File: src/rtl/vram_arb.sv
// vram_arb: system-side vram arbiter between the Earthrise drawing engine and the CPU.
// Optional wait-cycle statistics are enabled with `define VRAM_ARB_STATS_EN.
module vram_arb #(
    parameter int WORD     = 32,
    parameter int ADDRW    = 14,
    parameter int ER_BURST = 4,
    parameter int RD_LAT   = 1
) (
    input  logic             clk,
    input  logic             rst,
`ifdef VRAM_ARB_STATS_EN
    input  logic             stats_clr,
    output logic [15:0]      cpu_wait_cnt,
`endif
    input  logic             cpu_req,
    input  logic [ADDRW-1:0] cpu_addr,
    input  logic [WORD-1:0]  cpu_wmask,
    input  logic [WORD-1:0]  cpu_din,
    output logic             cpu_ack,
    output logic [WORD-1:0]  cpu_dout,
    output logic             cpu_rvalid,
    input  logic             er_req,
    input  logic [ADDRW-1:0] er_addr,
    input  logic [WORD-1:0]  er_wmask,
    input  logic [WORD-1:0]  er_din,
    output logic             er_ack,
    output logic [ADDRW-1:0] vram_addr,
    output logic [WORD-1:0]  vram_wmask,
    output logic [WORD-1:0]  vram_din,
    input  logic [WORD-1:0]  vram_dout
);

    localparam int RUNW = $clog2(ER_BURST + 1);
    localparam logic [RUNW-1:0] RUN_MAX = RUNW'(ER_BURST);

    logic            last_er_r;
    logic [RUNW-1:0] run_r;
    logic            last_er_nxt_s;
    logic [RUNW-1:0] run_nxt_s;
    logic            grant_er_s;
    logic            grant_cpu_s;
    logic            rd_accept_s;
    logic [RD_LAT:0] rd_pipe_r;
    logic [WORD-1:0] dout_hold_r;

    // Grant decision: Earthrise wins contention until it has used its burst allowance.
    always_comb begin
        grant_er_s  = 1'b0;
        grant_cpu_s = 1'b0;
        if (rst) begin
            grant_er_s  = 1'b0;
            grant_cpu_s = 1'b0;
        end else if (er_req && cpu_req) begin
            if (!last_er_r || (run_r < RUN_MAX)) begin
                grant_er_s = 1'b1;
            end else begin
                grant_cpu_s = 1'b1;
            end
        end else if (er_req) begin
            grant_er_s = 1'b1;
        end else if (cpu_req) begin
            grant_cpu_s = 1'b1;
        end else begin
            grant_er_s  = 1'b0;
            grant_cpu_s = 1'b0;
        end
    end

    assign er_ack      = grant_er_s;
    assign cpu_ack     = grant_cpu_s;
    assign rd_accept_s = grant_cpu_s && (cpu_wmask == {WORD{1'b0}});

    // Next arbiter state: burst counter saturates at the allowance; idle cycles end a burst.
    always_comb begin
        last_er_nxt_s = last_er_r;
        run_nxt_s     = run_r;
        if (grant_er_s) begin
            last_er_nxt_s = 1'b1;
            if (run_r == RUN_MAX) begin
                run_nxt_s = run_r;
            end else begin
                run_nxt_s = run_r + {{(RUNW-1){1'b0}}, 1'b1};
            end
        end else if (grant_cpu_s) begin
            last_er_nxt_s = 1'b0;
            run_nxt_s     = {RUNW{1'b0}};
        end else begin
            run_nxt_s = {RUNW{1'b0}};
        end
    end

    // Arbiter state register.
    always_ff @(posedge clk) begin
        if (rst) begin
            last_er_r <= 1'b0;
            run_r     <= {RUNW{1'b0}};
        end else begin
            last_er_r <= last_er_nxt_s;
            run_r     <= run_nxt_s;
        end
    end

    // Vram command register; idle cycles drop the mask so no stale write repeats.
    always_ff @(posedge clk) begin
        if (rst) begin
            vram_addr  <= {ADDRW{1'b0}};
            vram_wmask <= {WORD{1'b0}};
            vram_din   <= {WORD{1'b0}};
        end else if (grant_er_s) begin
            vram_addr  <= er_addr;
            vram_wmask <= er_wmask;
            vram_din   <= er_din;
        end else if (grant_cpu_s) begin
            vram_addr  <= cpu_addr;
            vram_wmask <= cpu_wmask;
            vram_din   <= cpu_din;
        end else begin
            vram_wmask <= {WORD{1'b0}};
        end
    end

    // Read token pipeline; reset discards reads still in flight.
    always_ff @(posedge clk) begin
        if (rst) begin
            rd_pipe_r <= {(RD_LAT+1){1'b0}};
        end else begin
            rd_pipe_r <= {rd_pipe_r[RD_LAT-1:0], rd_accept_s};
        end
    end

    assign cpu_rvalid = rd_pipe_r[RD_LAT];

    // Capture returned read data so cpu_dout holds until the next rvalid.
    always_ff @(posedge clk) begin
        if (rst) begin
            dout_hold_r <= {WORD{1'b0}};
        end else if (cpu_rvalid) begin
            dout_hold_r <= vram_dout;
        end else begin
            dout_hold_r <= dout_hold_r;
        end
    end

    // vram_dout is only valid in the rvalid cycle itself, so pass it straight through then.
    assign cpu_dout = cpu_rvalid ? vram_dout : dout_hold_r;

`ifdef VRAM_ARB_STATS_EN
    // CPU wait-cycle counter; clear beats increment, count saturates.
    always_ff @(posedge clk) begin
        if (rst || stats_clr) begin
            cpu_wait_cnt <= 16'h0000;
        end else if (cpu_req && !cpu_ack && (cpu_wait_cnt != 16'hFFFF)) begin
            cpu_wait_cnt <= cpu_wait_cnt + 16'h0001;
        end else begin
            cpu_wait_cnt <= cpu_wait_cnt;
        end
    end
`endif

endmodule

File: config.mk
export PLATFORM = sky130hd
export DESIGN_NAME = vram_arb
export DESIGN_NICKNAME = d
export VERILOG_FILES = /design/src/rtl/vram_arb.sv
export SDC_FILE = /design/constraint.sdc
export NUM_CORES = 1
export LEC_CHECK = 0
export CORE_MARGIN = 3
export CORE_UTILIZATION = 33
export CTS_CLUSTER_DIAMETER = 80
export CTS_CLUSTER_SIZE = 30
export DETAILED_ROUTE_END_ITERATION = 10
export GPL_ROUTABILITY_DRIVEN = 0
export PLACE_DENSITY = 0.76
export SYNTH_ARGS = -nofsm -noshare
export SYNTH_HDL_FRONTEND = slang
export SYNTH_SLANG_ARGS = --single-unit
File: constraint.sdc
create_clock -name clk -period 1.3 [get_ports clk]
set_input_delay 0.26 -clock clk [delete_from_list [all_inputs] [get_ports clk]]
set_output_delay 0.26 -clock clk [all_outputs]
set_load 0.05 [all_outputs]
# Yosys cells after proc, flatten, opt, wreduce, memory -nomap -nowiden
# Cells that the tools add are included.
word_totals:
  regBits: 116
  input_bits: 192
classes:
  add_sub_neg: 1
  order_cmp: 1
  eq_ne: 1
  muxes: 18
  bitwise_logic: 1
  reduce_logical: 7
op_table:
  columns: ["op", "count"]
  rows:
  - ["2-to-1 mux 32 bit", 5]
  - ["logical NOT 32 bit", 1]
  - ["2-to-1 mux 14 bit", 2]
  - ["2-to-1 mux 1 bit", 11]
  - ["adder 3 x 1 -> 3 bit (second input constant)", 1]
  - ["== test 3 bit (second input constant)", 1]
  - ["< comparator 3 bit (second input constant)", 1]
  - ["logical AND 1 bit", 2]
  - ["nonzero test 2 bit", 1]
  - ["OR reduction 2 bit", 1]
  - ["logical NOT 1 bit", 1]
  - ["logical OR 1 bit", 1]
  - ["inverter 1 bit", 1]

# Depth between registers and ports, before layout
logic_depth:
  ltp_word: 7
  depth_mapped: 7
  depth_no_buf: 5

# Worst setup path after synthesis
# OpenSTA, ideal clock, no wires.
synth_path:
  path_kind: "register to register"
  startpoint: "register rd_pipe_r[1]"
  endpoint: "register dout_hold_r[27]"
  setup_time_ps: 128
  t_arrival_ps: 1819
  required_ps: 1172
  slack_ps: -647
  stages_incl_launch_ff: 5
  n_path_buf: 2
  period_less_slack_ps: 1947
  path_cell_list: "dfxtp_1 -> clkbuf_1 -> buf_2 -> mux2_1 -> nor2b_1"
synth_via:
  elab_chain_cells: 1
synth_lines:
  columns: ["element", "line_no", "text"]
  rows:
  - ["from (decl)", "43", "logic [RD_LAT:0] rd_pipe_r;"]
  - ["from (signal assigned)", "125", "rd_pipe_r <= {(RD_LAT+1){1'b0}};"]
  - ["from (signal assigned)", "127", "rd_pipe_r <= {rd_pipe_r[RD_LAT-1:0], rd_accept_s};"]
  - ["2-to-1 mux 32 bit", null, null]
  - ["via cpu_dout[27]", "20", "output logic [WORD-1:0] cpu_dout,"]
  - ["to (signal assigned)", "136", "dout_hold_r <= {WORD{1'b0}};"]
  - ["to (signal assigned)", "138", "dout_hold_r <= vram_dout;"]
  - ["to (signal assigned)", "140", "dout_hold_r <= dout_hold_r;"]
  - ["to (decl)", "44", "logic [WORD-1:0] dout_hold_r;"]
# The timed path passes the listed nets, and every way through them passes these cells.
# A chain may end at the register's enable or synchronous reset.

# Worst setup path in the final report
layout_path:
  startpoint: "register rd_pipe_r[1]"
  endpoint: "output cpu_dout[28]"
layout_via:
  elab_chain_cells: 1
layout_lines:
  columns: ["element", "line_no"]
  rows:
  - ["2-to-1 mux 32 bit", null]
  - ["to (decl)", "20"]
# No other way between the ends.

==> impl_metrics.ini <==
[power_and_ir_drop]
clockPowerShare = 0.420
p_leak_nw = 4.304
p_per_area_mw_per_mm2 = 1056
peakVddDrop_mv = 0.9701
pwr-share-comb = 0.249
total_power_mw = 11.87
pwr-share-seq = 0.331
swShare = 0.2692
p_sw_mw = 3.197
internal_power_mw = 8.678

[global_route]
grt_max_degree = 57
grt_overflow_total = 0
grt_pass1_wl_um = 30180
grt_use_total = 0.2374
grt_pass1_vias = 5648
antenna_found_initial = 0

[worst_setup_path]
start_kind = flip-flop
cp_max_fo = 16
critPathCaptureType = primary output
path_class = reg2out
worstPathRequired_ps = 1040
cp_data_arrival_time_ps = 1500
ff2ff_path_depth = 8

[sta]
drv_slew = 0
setup_viol = 107
max_slew.worst_pin.slew_ps = 869.1
setup_tns_ps = -23500
min_period_ps = 1758
finalWorstSetupSlack_ps = -457.7
slew_headroom = 0.4192
skew_ps = 9.273
finalCritPeriodShare = 1.352
hold_violations = 0
fmax_mhz = 568.9
rsz0062_at_grt = yes

[die]
core-area_mm2 = 0.01415
row_count = 43
die_area_mm2 = 0.01629
fp.dieW_um = 127.7
io_pins = 305
die_y_um = 127.7
start_util = 0.3451

[logic_synthesis]
yosys_warnings = 0
synth.distinct_cells = 32
ys.flop_type = dfxtp_1
synth_top_area_frac = 0.4755
synth_edf_count = 0
syn_inst = 488
yosys.area.top_type = dfxtp_1
synth_area_leaders = dfxtp_1 48%, a311oi_1 8.3%, a211oi_1 7.1%
ys_ff_latch = 116
syn_area_per_cell_um2 = 10.01
synthArstFlopShare = 0
syn_area_mm2 = 0.004883
ys_seq_area_frac = 0.4755
synthesis.nets = 682

[cells_and_area]
fillers = 778
final_common_cell = clkdlybuf4s50_1
fin_nets = 1029
drive_above_1_share = 0.4184
final_cells = 1026
syn2layout_area_growth_pct = 130.4
n_antenna_cell = 0
final_cell_mix = 188 x clkdlybuf4s50_1, 123 x buf_12, 113 x dfxtp_1

[placed_design]
port_buffers = 304
dp.cells = 961
dp_slack_ps = -873.8
hpwlAfterDp_um = 14790

[drt]
wirelength_um = 22910
drc = 0
wl_per_cell_um = 22.33
first_pass_iters = 4
drtAntennaViolNets = 0
vias = 5564
drt-vias-per-instance = 5.423
first_iter_violations = 346

[clocking]
cts.sinks = 116
clkLatencyLatePin_ps = 410
cts-root-buf = clkbuf_16
numCtsBuffers = 17
htreeDepth = 4
cts_tree = yes
clk_path_buf_depth = 2
clk_pin_slew_ps = 50

[hold_path]
hold_path_class = in2reg
worstHoldPathCells = 3

[outcome]
violations = setup timing
status = finished with violations

[flow_run]
maxCapViolations = 0
==> per-layer routing <==
metal | part of all wire | wire length (um) | global-route usage | up-vias
met1 | 0.36 | 8233 | 0.2493 | 2677
met5 | 0 | 0 | 0 | -
met4 | 0.038 | 880 | 0.1149 | 0
met3 | 0.079 | 1806 | 0.07500 | 62
li1 | - | - | - | 2543
met2 | 0.52 | 11990 | 0.4286 | 282
==> synth_stat cells (2+ instances only) <==
library cell,number
a211oi_1,46
a22o_1,32
a311oi_1,46
buf_2,16
buf_4,10
buf_6,8
clkbuf_1,19
dfxtp_1,116
ha_1,2
inv_1,2
mux2_1,30
mux2_2,2
nand2_1,4
nand2b_1,3
nand4_1,2
nor2_1,49
nor2b_1,33
nor4_1,8
o21ai_1,47
==> power groups by stage <==
stage	sequential [mW]	clock (mW)	combinational, mW
2_1_floorplan	4.50	0	0.502
6_report	3.93	4.99	2.96
3_5_place_dp	4.00	0	2.64
3_3_place_gp	3.99	0	2.59
5_1_grt	3.94	5.19	3.07
4_1_cts	3.93	5.04	2.69
==> per-stage QoR <==
stage | util | area [um2] | hold WS (ps)
2_1_floorplan | - | 5060 | 385.5
5_1_grt | 0.7950 | 11250 | 183.3
4_1_cts | 0.7231 | 10230 | 255.5
6_report | 0.7950 | 11250 | 193.4
3_3_place_gp | 0.6704 | 9487 | 439.0
3_5_place_dp | 0.6704 | 9487 | 430.1
==> critical path, cell delays in order (launching register included) <==
cell and delay, ps:
dfxtp_4 390, buf_12 190, mux2_4 340, buf_12 150
==> repair_timing <==
action	4_1_cts	5_1_grt
hold buffers	0	0
gates cloned	1	11
setup endpoints to repair	106	98
gates resized for setup	27	125
pin swaps	3	56
buffers inserted	2	21
==> cell families after synthesis <==
kind of cell	share of synthesized area
compound gates	0.2654
xor+xnor	0.001794
fa+ha+maj	0.005123
buf+inv	0.06815
flops	0.4755
mux	0.07379
simple gates	0.1102
==> path summary, 6_finish.rpt <==
kind / from / endpoint / slack [ps]
worst max-delay path: rd_pipe_r[1] / cpu_dout[28] / -460
worst min-delay path: rst / rd_pipe_r[0] / 190
worst max register to register: run_r[2] / vram_din[26] / -260
worst min register to register: rd_pipe_r[0] / rd_pipe_r[1] / 440
==> final cells by class <==
cell class              count  area, um2  area share
clock buffers              19      432.9     0.03848
clock inverters            11      186.4     0.01657
repair buffers            380       5085      0.4520
inverters                   3      23.77    0.002113
flip-flops and latches    116       2333      0.2074
multi-input cells         317       2963      0.2634
well taps                 180      225.2     0.02002
==> sequential cells by signal, summed over array words and instances, names as in the netlist <==
signal / cells
run_r: 3
vram_wmask: 32
rd_pipe_r: 2
dout_hold_r: 32
last_er_r: 1
vram_din: 32
vram_addr: 14
Power figures use the tool's default switching activity.
